--- config.mk ---
export PLATFORM = sky130hd
export DESIGN_NAME = mem_stage_rsp_flat
export DESIGN_NICKNAME = d
export VERILOG_FILES = /design/src/rtl/mem_stage_rsp_if.sv /design/src/rtl/mem_stage_rsp.sv /design/src/flat_wrapper.sv
export SDC_FILE = /design/constraint.sdc
export NUM_CORES = 1
export LEC_CHECK = 0
export CORE_ASPECT_RATIO = 0.9
export CORE_MARGIN = 2
export CORE_UTILIZATION = 40
export DETAILED_ROUTE_END_ITERATION = 6
export GPL_ROUTABILITY_DRIVEN = 1
export HOLD_SLACK_MARGIN = 0.12
export PLACE_DENSITY = 0.67
export SETUP_SLACK_MARGIN = 0.02
export SYNTH_ARGS = -nofsm -noshare
export SYNTH_HDL_FRONTEND = slang
export SYNTH_SLANG_ARGS = --single-unit
export TNS_END_PERCENT = 1
--- constraint.sdc ---
create_clock -name clk -period 2.8 [get_ports clk]
set_input_delay 0.56 -clock clk [delete_from_list [all_inputs] [get_ports clk]]
set_output_delay 0.56 -clock clk [all_outputs]
set_load 0.05 [all_outputs]
--- src/rtl/mem_stage_rsp_if.sv ---
// Data-port response channel between the memory bus and the MEM stage.
// master drives data_data_ok/data_rdata, slave (the stage) consumes them.
interface mem_stage_rsp_if;
  logic        data_data_ok;
  logic [31:0] data_rdata;

  modport master (
    output data_data_ok,
    output data_rdata
  );

  modport slave (
    input data_data_ok,
    input data_rdata
  );
endinterface

--- src/rtl/mem_stage_rsp.sv ---
// MEM stage: waits for load responses, buffers one while WS stalls,
// drops responses orphaned by flushes, aligns load data, forwards to ID.
// Ports: EX->MS handshake + fields, MS->WS handshake + result,
// forwarding bundle toward ID, data response channel (data_if), exc_flush.
module mem_stage_rsp #(
  parameter int DISCARD_W = 2,
  parameter bit LWLR_EN   = 1'b1
) (
  input  logic         clk,
  input  logic         reset,
  input  logic         es_to_ms_valid,
  output logic         ms_allowin,
  input  logic [31:0]  es_pc,
  input  logic [31:0]  es_alu_result,
  input  logic [31:0]  es_rt_value,
  input  logic [5:0]   es_ls_type,
  input  logic         es_mem_re,
  input  logic         es_gpr_we,
  input  logic [4:0]   es_dest,
  input  logic         es_mtc0,
  input  logic         ws_allowin,
  output logic         ms_to_ws_valid,
  output logic [31:0]  ms_pc,
  output logic [31:0]  ms_final_result,
  output logic         ms_gpr_we,
  output logic [4:0]   ms_dest,
  output logic         ms_fwd_valid,
  output logic [4:0]   ms_fwd_dest,
  output logic         ms_fwd_res_ok,
  output logic [31:0]  ms_fwd_result,
  mem_stage_rsp_if.slave data_if,
  input  logic         exc_flush
);

  typedef struct packed {
    logic [31:0] pc;
    logic [31:0] alu;
    logic [31:0] rt;
    logic [5:0]  ls;
    logic        mem_re;
    logic        gpr_we;
    logic [4:0]  dest;
    logic        mtc0;
  } ms_fld_t;

  localparam logic [DISCARD_W-1:0] CNT_MAX = '1;

  logic                 ms_valid_q, ms_valid_d;
  logic                 wait_rsp_q, wait_rsp_d;
  logic                 rbuf_v_q, rbuf_v_d;
  logic [31:0]          rbuf_q, rbuf_d;
  logic [DISCARD_W-1:0] cnt_q, cnt_d;
  ms_fld_t              fld_q, fld_d;

  logic        data_ok;
  logic        cnt_zero;
  logic        cnt_max;
  logic        rsp_own;
  logic        rsp_drop;
  logic        rsp_cur;
  logic        ms_ready_go;
  logic        ws_take;
  logic        accept;
  logic        orphan;

  assign data_ok  = data_if.data_data_ok;
  assign cnt_zero = (cnt_q == '0);
  assign cnt_max  = (cnt_q == CNT_MAX);
  // A response belongs to us only once all orphans are drained.
  assign rsp_own  = data_ok & cnt_zero;
  assign rsp_drop = data_ok & ~cnt_zero;
  assign rsp_cur  = rsp_own & ms_valid_q
                  & wait_rsp_q & ~rbuf_v_q;

  assign ms_ready_go = ~wait_rsp_q | rbuf_v_q | rsp_own;
  assign ms_to_ws_valid = ms_valid_q & ms_ready_go
                        & ~exc_flush;
  assign ws_take = ms_to_ws_valid & ws_allowin;
  assign ms_allowin = ~ms_valid_q
                    | (ms_ready_go & ws_allowin)
                    | exc_flush;
  assign accept = es_to_ms_valid & ms_allowin & ~exc_flush;
  // Flushed load still owed a response: its response must be dropped.
  assign orphan = exc_flush & ms_valid_q & wait_rsp_q & ~rsp_own;

  always_comb begin
    ms_valid_d = ms_valid_q;
    wait_rsp_d = wait_rsp_q;
    rbuf_v_d   = rbuf_v_q;
    rbuf_d     = rbuf_q;
    fld_d      = fld_q;
    cnt_d      = cnt_q;

    // orphan + drop together: one in, one out.
    if (orphan & ~rsp_drop & ~cnt_max)
      cnt_d = cnt_q + 1'b1;
    else if (rsp_drop & ~orphan)
      cnt_d = cnt_q - 1'b1;

    if (exc_flush) begin
      ms_valid_d = 1'b0;
      wait_rsp_d = 1'b0;
      rbuf_v_d   = 1'b0;
    end else if (accept) begin
      ms_valid_d  = 1'b1;
      wait_rsp_d  = es_mem_re;
      rbuf_v_d    = 1'b0;
      fld_d.pc     = es_pc;
      fld_d.alu    = es_alu_result;
      fld_d.rt     = es_rt_value;
      fld_d.ls     = es_ls_type;
      fld_d.mem_re = es_mem_re;
      fld_d.gpr_we = es_gpr_we;
      fld_d.dest   = es_dest;
      fld_d.mtc0   = es_mtc0;
    end else if (ws_take) begin
      ms_valid_d = 1'b0;
      wait_rsp_d = 1'b0;
      rbuf_v_d   = 1'b0;
    end else if (rsp_cur) begin
      // WS stalled: keep the response until it is taken.
      wait_rsp_d = 1'b0;
      rbuf_v_d   = 1'b1;
      rbuf_d     = data_if.data_rdata;
    end
  end

  always_ff @(posedge clk) begin
    if (reset) begin
      ms_valid_q <= 1'b0;
      wait_rsp_q <= 1'b0;
      rbuf_v_q   <= 1'b0;
      rbuf_q     <= '0;
      cnt_q      <= '0;
      fld_q      <= '0;
    end else begin
      ms_valid_q <= ms_valid_d;
      wait_rsp_q <= wait_rsp_d;
      rbuf_v_q   <= rbuf_v_d;
      rbuf_q     <= rbuf_d;
      cnt_q      <= cnt_d;
      fld_q      <= fld_d;
    end
  end

  a_discard_sat: assert property (
    @(posedge clk) disable iff (reset)
    !(orphan & ~rsp_drop & cnt_max));

  logic [31:0] ld;
  logic [1:0]  laddr;
  logic        uns;
  logic        is_lwl;
  logic        is_lwr;
  logic [7:0]  byte_v;
  logic [15:0] half_v;
  logic [31:0] lwl_v;
  logic [31:0] lwr_v;
  logic [31:0] aligned;
  logic [31:0] rt;

  assign ld     = rbuf_v_q ? rbuf_q : data_if.data_rdata;
  assign laddr  = fld_q.alu[1:0];
  assign uns    = fld_q.ls[5];
  assign is_lwl = LWLR_EN & fld_q.ls[3];
  assign is_lwr = LWLR_EN & fld_q.ls[4];
  assign rt     = fld_q.rt;
  assign half_v = laddr[1] ? ld[31:16] : ld[15:0];

  always_comb begin
    byte_v = ld[7:0];
    lwl_v  = ld;
    lwr_v  = ld;
    case (laddr)
      2'd0: begin
        byte_v = ld[7:0];
        lwl_v  = {ld[7:0], rt[23:0]};
        lwr_v  = ld;
      end
      2'd1: begin
        byte_v = ld[15:8];
        lwl_v  = {ld[15:0], rt[15:0]};
        lwr_v  = {rt[31:24], ld[31:8]};
      end
      2'd2: begin
        byte_v = ld[23:16];
        lwl_v  = {ld[23:0], rt[7:0]};
        lwr_v  = {rt[31:16], ld[31:16]};
      end
      default: begin
        byte_v = ld[31:24];
        lwl_v  = ld;
        lwr_v  = {rt[31:8], ld[31:24]};
      end
    endcase
  end

  always_comb begin
    aligned = ld;
    unique case (1'b1)
      is_lwr:      aligned = lwr_v;
      is_lwl:      aligned = lwl_v;
      fld_q.ls[2]: aligned = {{16{~uns & half_v[15]}}, half_v};
      fld_q.ls[1]: aligned = {{24{~uns & byte_v[7]}}, byte_v};
      default:     aligned = ld;
    endcase
  end

  always_comb begin
    ms_final_result = fld_q.alu;
    if (fld_q.mtc0)
      ms_final_result = fld_q.rt;
    else if (fld_q.mem_re)
      ms_final_result = aligned;
  end

  assign ms_pc         = fld_q.pc;
  assign ms_gpr_we     = fld_q.gpr_we;
  assign ms_dest       = fld_q.dest;
  assign ms_fwd_valid  = ms_valid_q & fld_q.gpr_we;
  assign ms_fwd_dest   = fld_q.dest;
  // Gated by ms_valid so an empty stage never claims a ready value.
  assign ms_fwd_res_ok = ms_valid_q & ms_ready_go;
  assign ms_fwd_result = ms_final_result;

endmodule

--- src/flat_wrapper.sv ---
// flat-port wrapper written by rule: the top's interface ports become plain ports
module mem_stage_rsp_flat 
#(
  parameter int DISCARD_W = 2,
  parameter bit LWLR_EN   = 1'b1
)
  (clk, reset, es_to_ms_valid, ms_allowin, es_pc, es_alu_result, es_rt_value, es_ls_type, es_mem_re, es_gpr_we, es_dest, es_mtc0, ws_allowin, ms_to_ws_valid, ms_pc, ms_final_result, ms_gpr_we, ms_dest, ms_fwd_valid, ms_fwd_dest, ms_fwd_res_ok, ms_fwd_result, exc_flush, data_if_data_data_ok, data_if_data_rdata);
  mem_stage_rsp_if data_if_i ();
  input  logic clk;
  input  logic reset;
  input  logic es_to_ms_valid;
  output logic ms_allowin;
  input  logic [31:0] es_pc;
  input  logic [31:0] es_alu_result;
  input  logic [31:0] es_rt_value;
  input  logic [5:0] es_ls_type;
  input  logic es_mem_re;
  input  logic es_gpr_we;
  input  logic [4:0] es_dest;
  input  logic es_mtc0;
  input  logic ws_allowin;
  output logic ms_to_ws_valid;
  output logic [31:0] ms_pc;
  output logic [31:0] ms_final_result;
  output logic ms_gpr_we;
  output logic [4:0] ms_dest;
  output logic ms_fwd_valid;
  output logic [4:0] ms_fwd_dest;
  output logic ms_fwd_res_ok;
  output logic [31:0] ms_fwd_result;
  input  logic exc_flush;
  input wire logic [$bits(data_if_i.data_data_ok)-1:0] data_if_data_data_ok;
  input wire logic [$bits(data_if_i.data_rdata)-1:0] data_if_data_rdata;
  assign data_if_i.data_data_ok = data_if_data_data_ok;
  assign data_if_i.data_rdata = data_if_data_rdata;
  mem_stage_rsp #(.DISCARD_W(DISCARD_W), .LWLR_EN(LWLR_EN)) u_core (.clk(clk), .reset(reset), .es_to_ms_valid(es_to_ms_valid), .ms_allowin(ms_allowin), .es_pc(es_pc), .es_alu_result(es_alu_result), .es_rt_value(es_rt_value), .es_ls_type(es_ls_type), .es_mem_re(es_mem_re), .es_gpr_we(es_gpr_we), .es_dest(es_dest), .es_mtc0(es_mtc0), .ws_allowin(ws_allowin), .ms_to_ws_valid(ms_to_ws_valid), .ms_pc(ms_pc), .ms_final_result(ms_final_result), .ms_gpr_we(ms_gpr_we), .ms_dest(ms_dest), .ms_fwd_valid(ms_fwd_valid), .ms_fwd_dest(ms_fwd_dest), .ms_fwd_res_ok(ms_fwd_res_ok), .ms_fwd_result(ms_fwd_result), .data_if(data_if_i), .exc_flush(exc_flush));
endmodule
==> results.py, run 1 <==
metrics = {
    "timing": {
        "report.final.slew_viol_count": 0,
        "timing.fmax_mhz": 318,
        "timing.final.ws_setup_ns": -0.345,
        "finalHoldWorstSlack_ns": 0.455,
        "finalCritPeriodShare_pct": 112,
        "tightest_pin_transition_ns": 0.757,
        "relative_slew_slack_pct": 49.5,
        "finClkSkew_ns": 0.00950,
        "final.min_clock_period_ns": 3.15,
        "final_setup_fails": 64,
        "final-hold-violation-count": 0,
        "setup_repair_after_global_routing_missed_its_margin": "yes",
    },
    "critical_path": {
        "worst_setup_path_end_kind": "output port",
        "reg2reg_setup_slack_ns": 0.82,
        "timing.setup.critical_path_class": "reg2out",
        "timing.critical_path.cells": "buf_8 -> clkbuf_16 -> mux2i_4 -> nor2b_1 -> a211oi_1 -> buf_4 -> a211o_1 -> o22a_4 -> buf_12",
        "critical_path.startpoint_type": "flip-flop",
        "timing.critical_path.slowest_stage_cell": "sky130_fd_sc_hd__dfxtp_4",
        "timing.critical_path.fanout_max": 6,
        "timing.critical_path.arrival_ns": 2.59,
        "critical-path-max-stage-delay_ns": 0.42,
        "worstPathRequired_ns": 2.24,
    },
    "logic_synthesis": {
        "synth_flop_cell": "sky130_fd_sc_hd__dfxtp_1",
        "synth-async-reset-ratio_pct": 0,
        "number_of_enable_flip_flop_cells_after_synthesis": 0,
        "mappedNetlistNets": 1267,
        "netlist_instances": 1119,
        "netlist_area_um2": 8730,
        "seq_area_frac_synth_pct": 33.5,
        "ys_seq_elements": 146,
        "synth_area_per_cell_um2": 7.80,
        "netlist-cell-type-count": 54,
        "yosysWarnings": 0,
    },
    "cts": {
        "clock_sink_count": 146,
        "cts_made_buffers": 17,
        "tritoncts": "yes",
        "clk_path_buf_depth": 2,
        "clk_root_buffer_cell": "sky130_fd_sc_hd__clkbuf_16",
        "clock_tree.htree_level_count": 4,
        "ctsHoldBuffers": 0,
        "clk_pin_slew_ns": 0.07,
        "clk-insertion-delay-late_ns": 0.44,
    },
    "route": {
        "postRouteWirelength_um": 32700,
        "num_vias": 9292,
        "drtIter0Drc": 873,
        "drt_drc_violations_left": 0,
        "drt.antenna.violating_nets": 0,
        "wl_per_cell_um": 19.4,
        "route.detailed.vias_per_inst": 5.53,
        "drtPass1Iterations": 5,
    },
    "floorplanning": {
        "design.die.area_um2": 23000,
        "fp.dieW_um": 160,
        "fp.coreArea_um2": 21500,
        "number_of_core_rows": 51,
        "chipHeight_um": 144,
        "initial_utilization_pct": 40.6,
        "i_o_pin_count": 259,
    },
    "final_layout": {
        "utilization_pct": 63.6,
        "antenna_cells": 0,
        "stdcell_count": 1681,
        "most-common-layout-cells": "242 x sky130_fd_sc_hd__nand2_1, 185 x sky130_fd_sc_hd__clkdlybuf4s50_1, 143 x sky130_fd_sc_hd__dfxtp_1, 136 x sky130_fd_sc_hd__buf_4, 133 x sky130_fd_sc_hd__a21oi_1",
        "syn2layout_area_growth_pct": 56.8,
        "drive_gt1_share_pct": 26.9,
        "layout_commonest_cell": "sky130_fd_sc_hd__nand2_1",
        "nets": 1525,
    },
    "placed_design": {
        "hpwl_um": 24000,
        "io_buffer_count": 257,
        "place.detailed.instances": 1640,
        "detailedPlace.worstSlack_ns": -0.548,
        "globalplace.congestion": 0.962,
    },
    "grt": {
        "grt_pass1_vias": 8775,
        "grt_start_max_net_pins": 89,
        "first_pass_grt_wire_length_um": 49200,
        "grtUsageTotal_pct": 27.3,
        "antenna_violations_before_repair": 0,
        "grt-ovfl-total": 0,
    },
    "power": {
        "vdd_drop_max_mv": 0.371,
        "leakagePower_uw": 0.00531,
        "fin_total_pwr_uw": 6600,
        "cellPowerDensity_nw_per_um2": 482,
    },
    "worst_hold_path": {
        "min_path_type": "reg2reg",
    },
    "flow_run": {
        "maxCapViolations": 0,
    },
    "run_status": {
        "status": "complete, but fails checks",
        "failed_checks": "setup timing",
    },
}
[final cells by class]
type	count	area, µm²
clock buffer	17	425
clock inverter	15	185
fill	1841	7820
inverter	4	18.8
multi-input combinational	801	5400
sequential	146	2930
tap	291	364
timing repair buffer	407	4360
[stage by stage]
step	TNS, ns	cell area (µm²)
after global placement	-25.98	12400
after CTS	-19.73	13300
after global routing	-22.07	13700
final	-17.66	13700
after floorplan	-3.50	8870
after detailed placement	-26.20	12400
[sequential cells by signal, summed over array words and instances (netlist names)]
name	count
u_core.ms_gpr_we	1
u_core.rbuf_q	32
u_core.ms_dest	5
u_core.rbuf_v_q	1
u_core.wait_rsp_q	1
u_core.ms_pc	32
u_core.cnt_q	2
u_core.ms_valid_q	1
u_core.rt	32
u_core.fld_q	39
[Yosys cell counts (15+ instances only)]
library cell | n | area, µm²
sky130_fd_sc_hd__nand2_1 | 242 | 908
sky130_fd_sc_hd__a22oi_1 | 19 | 143
sky130_fd_sc_hd__nor2_1 | 80 | 300
sky130_fd_sc_hd__buf_2 | 22 | 110
sky130_fd_sc_hd__a21oi_1 | 142 | 711
sky130_fd_sc_hd__a221oi_1 | 32 | 280
sky130_fd_sc_hd__nor2b_1 | 15 | 93.8
sky130_fd_sc_hd__mux2i_1 | 63 | 631
sky130_fd_sc_hd__a311oi_1 | 16 | 140
sky130_fd_sc_hd__dfxtp_1 | 146 | 2920
sky130_fd_sc_hd__buf_4 | 76 | 571
sky130_fd_sc_hd__a31oi_1 | 16 | 100
sky130_fd_sc_hd__o21ai_0 | 29 | 145
sky130_fd_sc_hd__clkbuf_1 | 57 | 214
[logic make-up (layout without fill, tap and decap cells)]
group / after synthesis / in the layout / synth area share, %
buf+inv: 172 / 443 / 12.0
simple gates: 376 / 376 / 18.2
compound gates: 336 / 336 / 24.9
flops: 146 / 146 / 33.5
mux: 89 / 89 / 11.4
[critical path: cells and delay by family, from the launching register on]
kind / cells / cell delay, ns
buf+inv: 4 / 0.63
compound gates: 3 / 0.62
simple gates: 1 / 0.18
flops: 1 / 0.42
mux: 1 / 0.29
[routing by layer]
metal / vias to the layer above / part of all wire (%) / GRT usage, %
met5: - / 0 / 0
met4: 0 / 2.3 / 8.47
met3: 50 / 8.2 / 6.54
met2: 429 / 47 / 45.1
met1: 4404 / 42 / 35.5
li1: 4409 / - / -
[repair_timing]
action	4_1_cts	5_1_grt
pin swaps	5	20
gates resized for setup	57	63
setup buffers	4	7
endpoints found under the setup margin	64	64
cloned	0	1
[worst paths after layout]
kind	startpoint	to	cells past startpoint
max reg2reg	u_core.rbuf_v_q	u_core.ms_pc[22]	7
max	u_core.rbuf_v_q	ms_fwd_result[28]	9
min reg2reg	u_core.ms_pc[19]	u_core.ms_pc[19]	2
min	u_core.ms_pc[19]	u_core.ms_pc[19]	2
[power breakdown]
group	switching [µW]	internal (µW)	leakage [µW]	total [µW]
sequential	62.4	2150	0.00119	2210
clock	1050	1360	0.000299	2410
combinational	1100	878	0.00382	1980
Note: power is estimated with default switching activity, not from simulation.
==> run 2: changes to the inputs <==
CAP_MARGIN = 20   (was not set)
REMOVE_ABC_BUFFERS = 1   (was not set)
==> results.py, run 2 (same netlist as run 1, synthesis figures left out) <==
metrics = {
    "worst_hold_path": {
        "min_path_type": "reg2reg",
    },
    "flow_run": {
        "maxCapViolations": 0,
    },
    "floorplanning": {
        "chipHeight_um": 144,
        "i_o_pin_count": 259,
        "fp.dieW_um": 160,
        "number_of_core_rows": 51,
        "design.die.area_um2": 23000,
        "fp.coreArea_um2": 21500,
        "initial_utilization_pct": 40.6,
    },
    "final_layout": {
        "stdcell_count": 1662,
        "most-common-layout-cells": "241 x sky130_fd_sc_hd__nand2_1, 188 x sky130_fd_sc_hd__clkdlybuf4s50_1, 143 x sky130_fd_sc_hd__dfxtp_1, 133 x sky130_fd_sc_hd__a21oi_1, 115 x sky130_fd_sc_hd__buf_4",
        "largest_register_ff_count": 39,
        "drive_gt1_share_pct": 24.5,
        "layout_commonest_cell": "sky130_fd_sc_hd__nand2_1",
        "registers.top_by_ff_count": "u_core.fld_q",
        "syn2layout_area_growth_pct": 53.7,
        "nets": 1505,
    },
    "placed_design": {
        "hpwl_um": 21400,
        "place.detailed.instances": 1618,
        "io_buffer_count": 257,
        "globalplace.congestion": 0.880,
    },
    "run_status": {
        "failed_checks": "setup timing",
        "status": "complete, but fails checks",
    },
    "cts": {
        "tritoncts": "yes",
        "ctsHoldBuffers": 0,
        "clock_tree.htree_level_count": 4,
        "clk_path_buf_depth": 2,
        "cts_made_buffers": 17,
        "clk-insertion-delay-late_ns": 0.44,
        "clk_root_buffer_cell": "sky130_fd_sc_hd__clkbuf_16",
        "clock_sink_count": 146,
        "clk_pin_slew_ns": 0.07,
    },
    "timing": {
        "finalCritPeriodShare_pct": 114,
        "final_setup_fails": 64,
        "final.min_clock_period_ns": 3.19,
        "report.final.slew_viol_count": 0,
        "finClkSkew_ns": 0.0126,
        "finalHoldWorstSlack_ns": 0.454,
        "tightest_pin_transition_ns": 0.694,
        "setup_repair_after_global_routing_missed_its_margin": "yes",
        "timing.fmax_mhz": 314,
        "relative_slew_slack_pct": 53.7,
        "final-hold-violation-count": 0,
        "timing.final.ws_setup_ns": -0.386,
    },
    "grt": {
        "grt_start_max_net_pins": 147,
        "grtUsageTotal_pct": 26.5,
        "grt_pass1_vias": 8768,
        "first_pass_grt_wire_length_um": 48100,
        "grt-ovfl-total": 0,
        "antenna_violations_before_repair": 1,
    },
    "route": {
        "num_vias": 9038,
        "wl_per_cell_um": 18.7,
        "drt_drc_violations_left": 0,
        "drtPass1Iterations": 5,
        "drtIter0Drc": 924,
        "postRouteWirelength_um": 31000,
        "drt.antenna.violating_nets": 0,
        "route.detailed.vias_per_inst": 5.44,
    },
    "critical_path": {
        "critical-path-max-stage-delay_ns": 0.56,
        "timing.critical_path.arrival_ns": 2.63,
        "timing.setup.critical_path_class": "reg2out",
        "cp.buffers_inverters": 3,
        "worst_setup_path_end_kind": "output port",
        "critical_path.startpoint_type": "flip-flop",
        "timing.critical_path.fanout_max": 6,
        "timing.critical_path.cells": "buf_8 -> mux2i_4 -> mux4_2 -> nor2_4 -> nor2_2 -> buf_12 -> a31oi_4 -> buf_6",
        "worstPathRequired_ns": 2.24,
        "family_of_cells_with_the_greatest_summed_delay_on_the_critical_path": "multiplexers",
        "timing.critical_path.slowest_stage_cell": "sky130_fd_sc_hd__mux4_2",
    },
    "power": {
        "leakagePower_uw": 0.00520,
        "vdd_drop_max_mv": 0.381,
        "cellPowerDensity_nw_per_um2": 486,
    },
}
[run 2: cell types whose count changed in the layout (fill, tap and decap cells not counted), sizes merged]
| cell | change |
|---|---|
| clkdlybuf4s50 | +3 |
| buf | -19 |
| inv | -1 |
| dlygate4sd2 | -3 |
| diode | +1 |
[run 2: worst min-delay path: stages (launching register included)]
cell	delay, ns
sky130_fd_sc_hd__dfxtp_1	0.31
sky130_fd_sc_hd__nand2_1	0.05
sky130_fd_sc_hd__a21oi_1	0.05
[run 2: path summary, 6_finish.rpt]
path	start	end	cells after the start	slack (ns)
worst min-delay path	u_core.ms_pc[18]	u_core.ms_pc[18]	2	0.45
worst min register to register	u_core.ms_pc[18]	u_core.ms_pc[18]	2	0.45
worst max register to register	u_core.rbuf_v_q	u_core.fld_q[10]	9	0.52
worst max-delay path	u_core.rbuf_v_q	ms_fwd_result[15]	8	-0.39
[run 2: area by class of cell]
type                            count  area (µm²)
Sequential cell                   146        2930
Antenna cell                        1        2.50
Clock buffer                       18         429
Multi-Input combinational cell    801        5240
Fill cell                        1888        8090
Timing Repair Buffer              387        4260
Clock inverter                     14         168
Inverter                            4        18.8
Tap cell                          291         364
[run 2: per-layer routing]
metal	part of all wire [%]	track usage [%]	vias to the layer above
met5	0	0	-
li1	-	-	4373
met3	9.4	8.17	37
met1	44	34.7	4209
met2	46	42.4	419
met4	1.3	7.18	0
[run 2: timing repair]
action,CTS,global route
pin swaps,12,7
setup endpoints to repair,64,65
buffers inserted,7,4
resized for setup,84,28
gates cloned,1,0
[run 2: metrics by stage]
stage / util (%) / worst slack (ns) / total power [µW] / instance area [µm²] / setup TNS [ns]
finish: 62.4 / -0.386 / 6520 / 13400 / -19.55
global route: 62.4 / -0.462 / 6760 / 13400 / -24.09
CTS: 61.6 / -0.380 / 6510 / 13200 / -19.64
detailed placement: 56.5 / -0.610 / 4040 / 12200 / -25.98
global placement: 56.5 / -0.543 / 4030 / 12200 / -23.28
floorplan: - / -3.04 / 3090 / 7690 / -502.00
[run 2: power by group]
group	internal [µW]	leakage (µW)	switching (µW)
Sequential	2150	0.00119	65.0
Combinational	873	0.00372	1050
Clock	1350	0.000292	1040
Total	4370	0.00520	2150
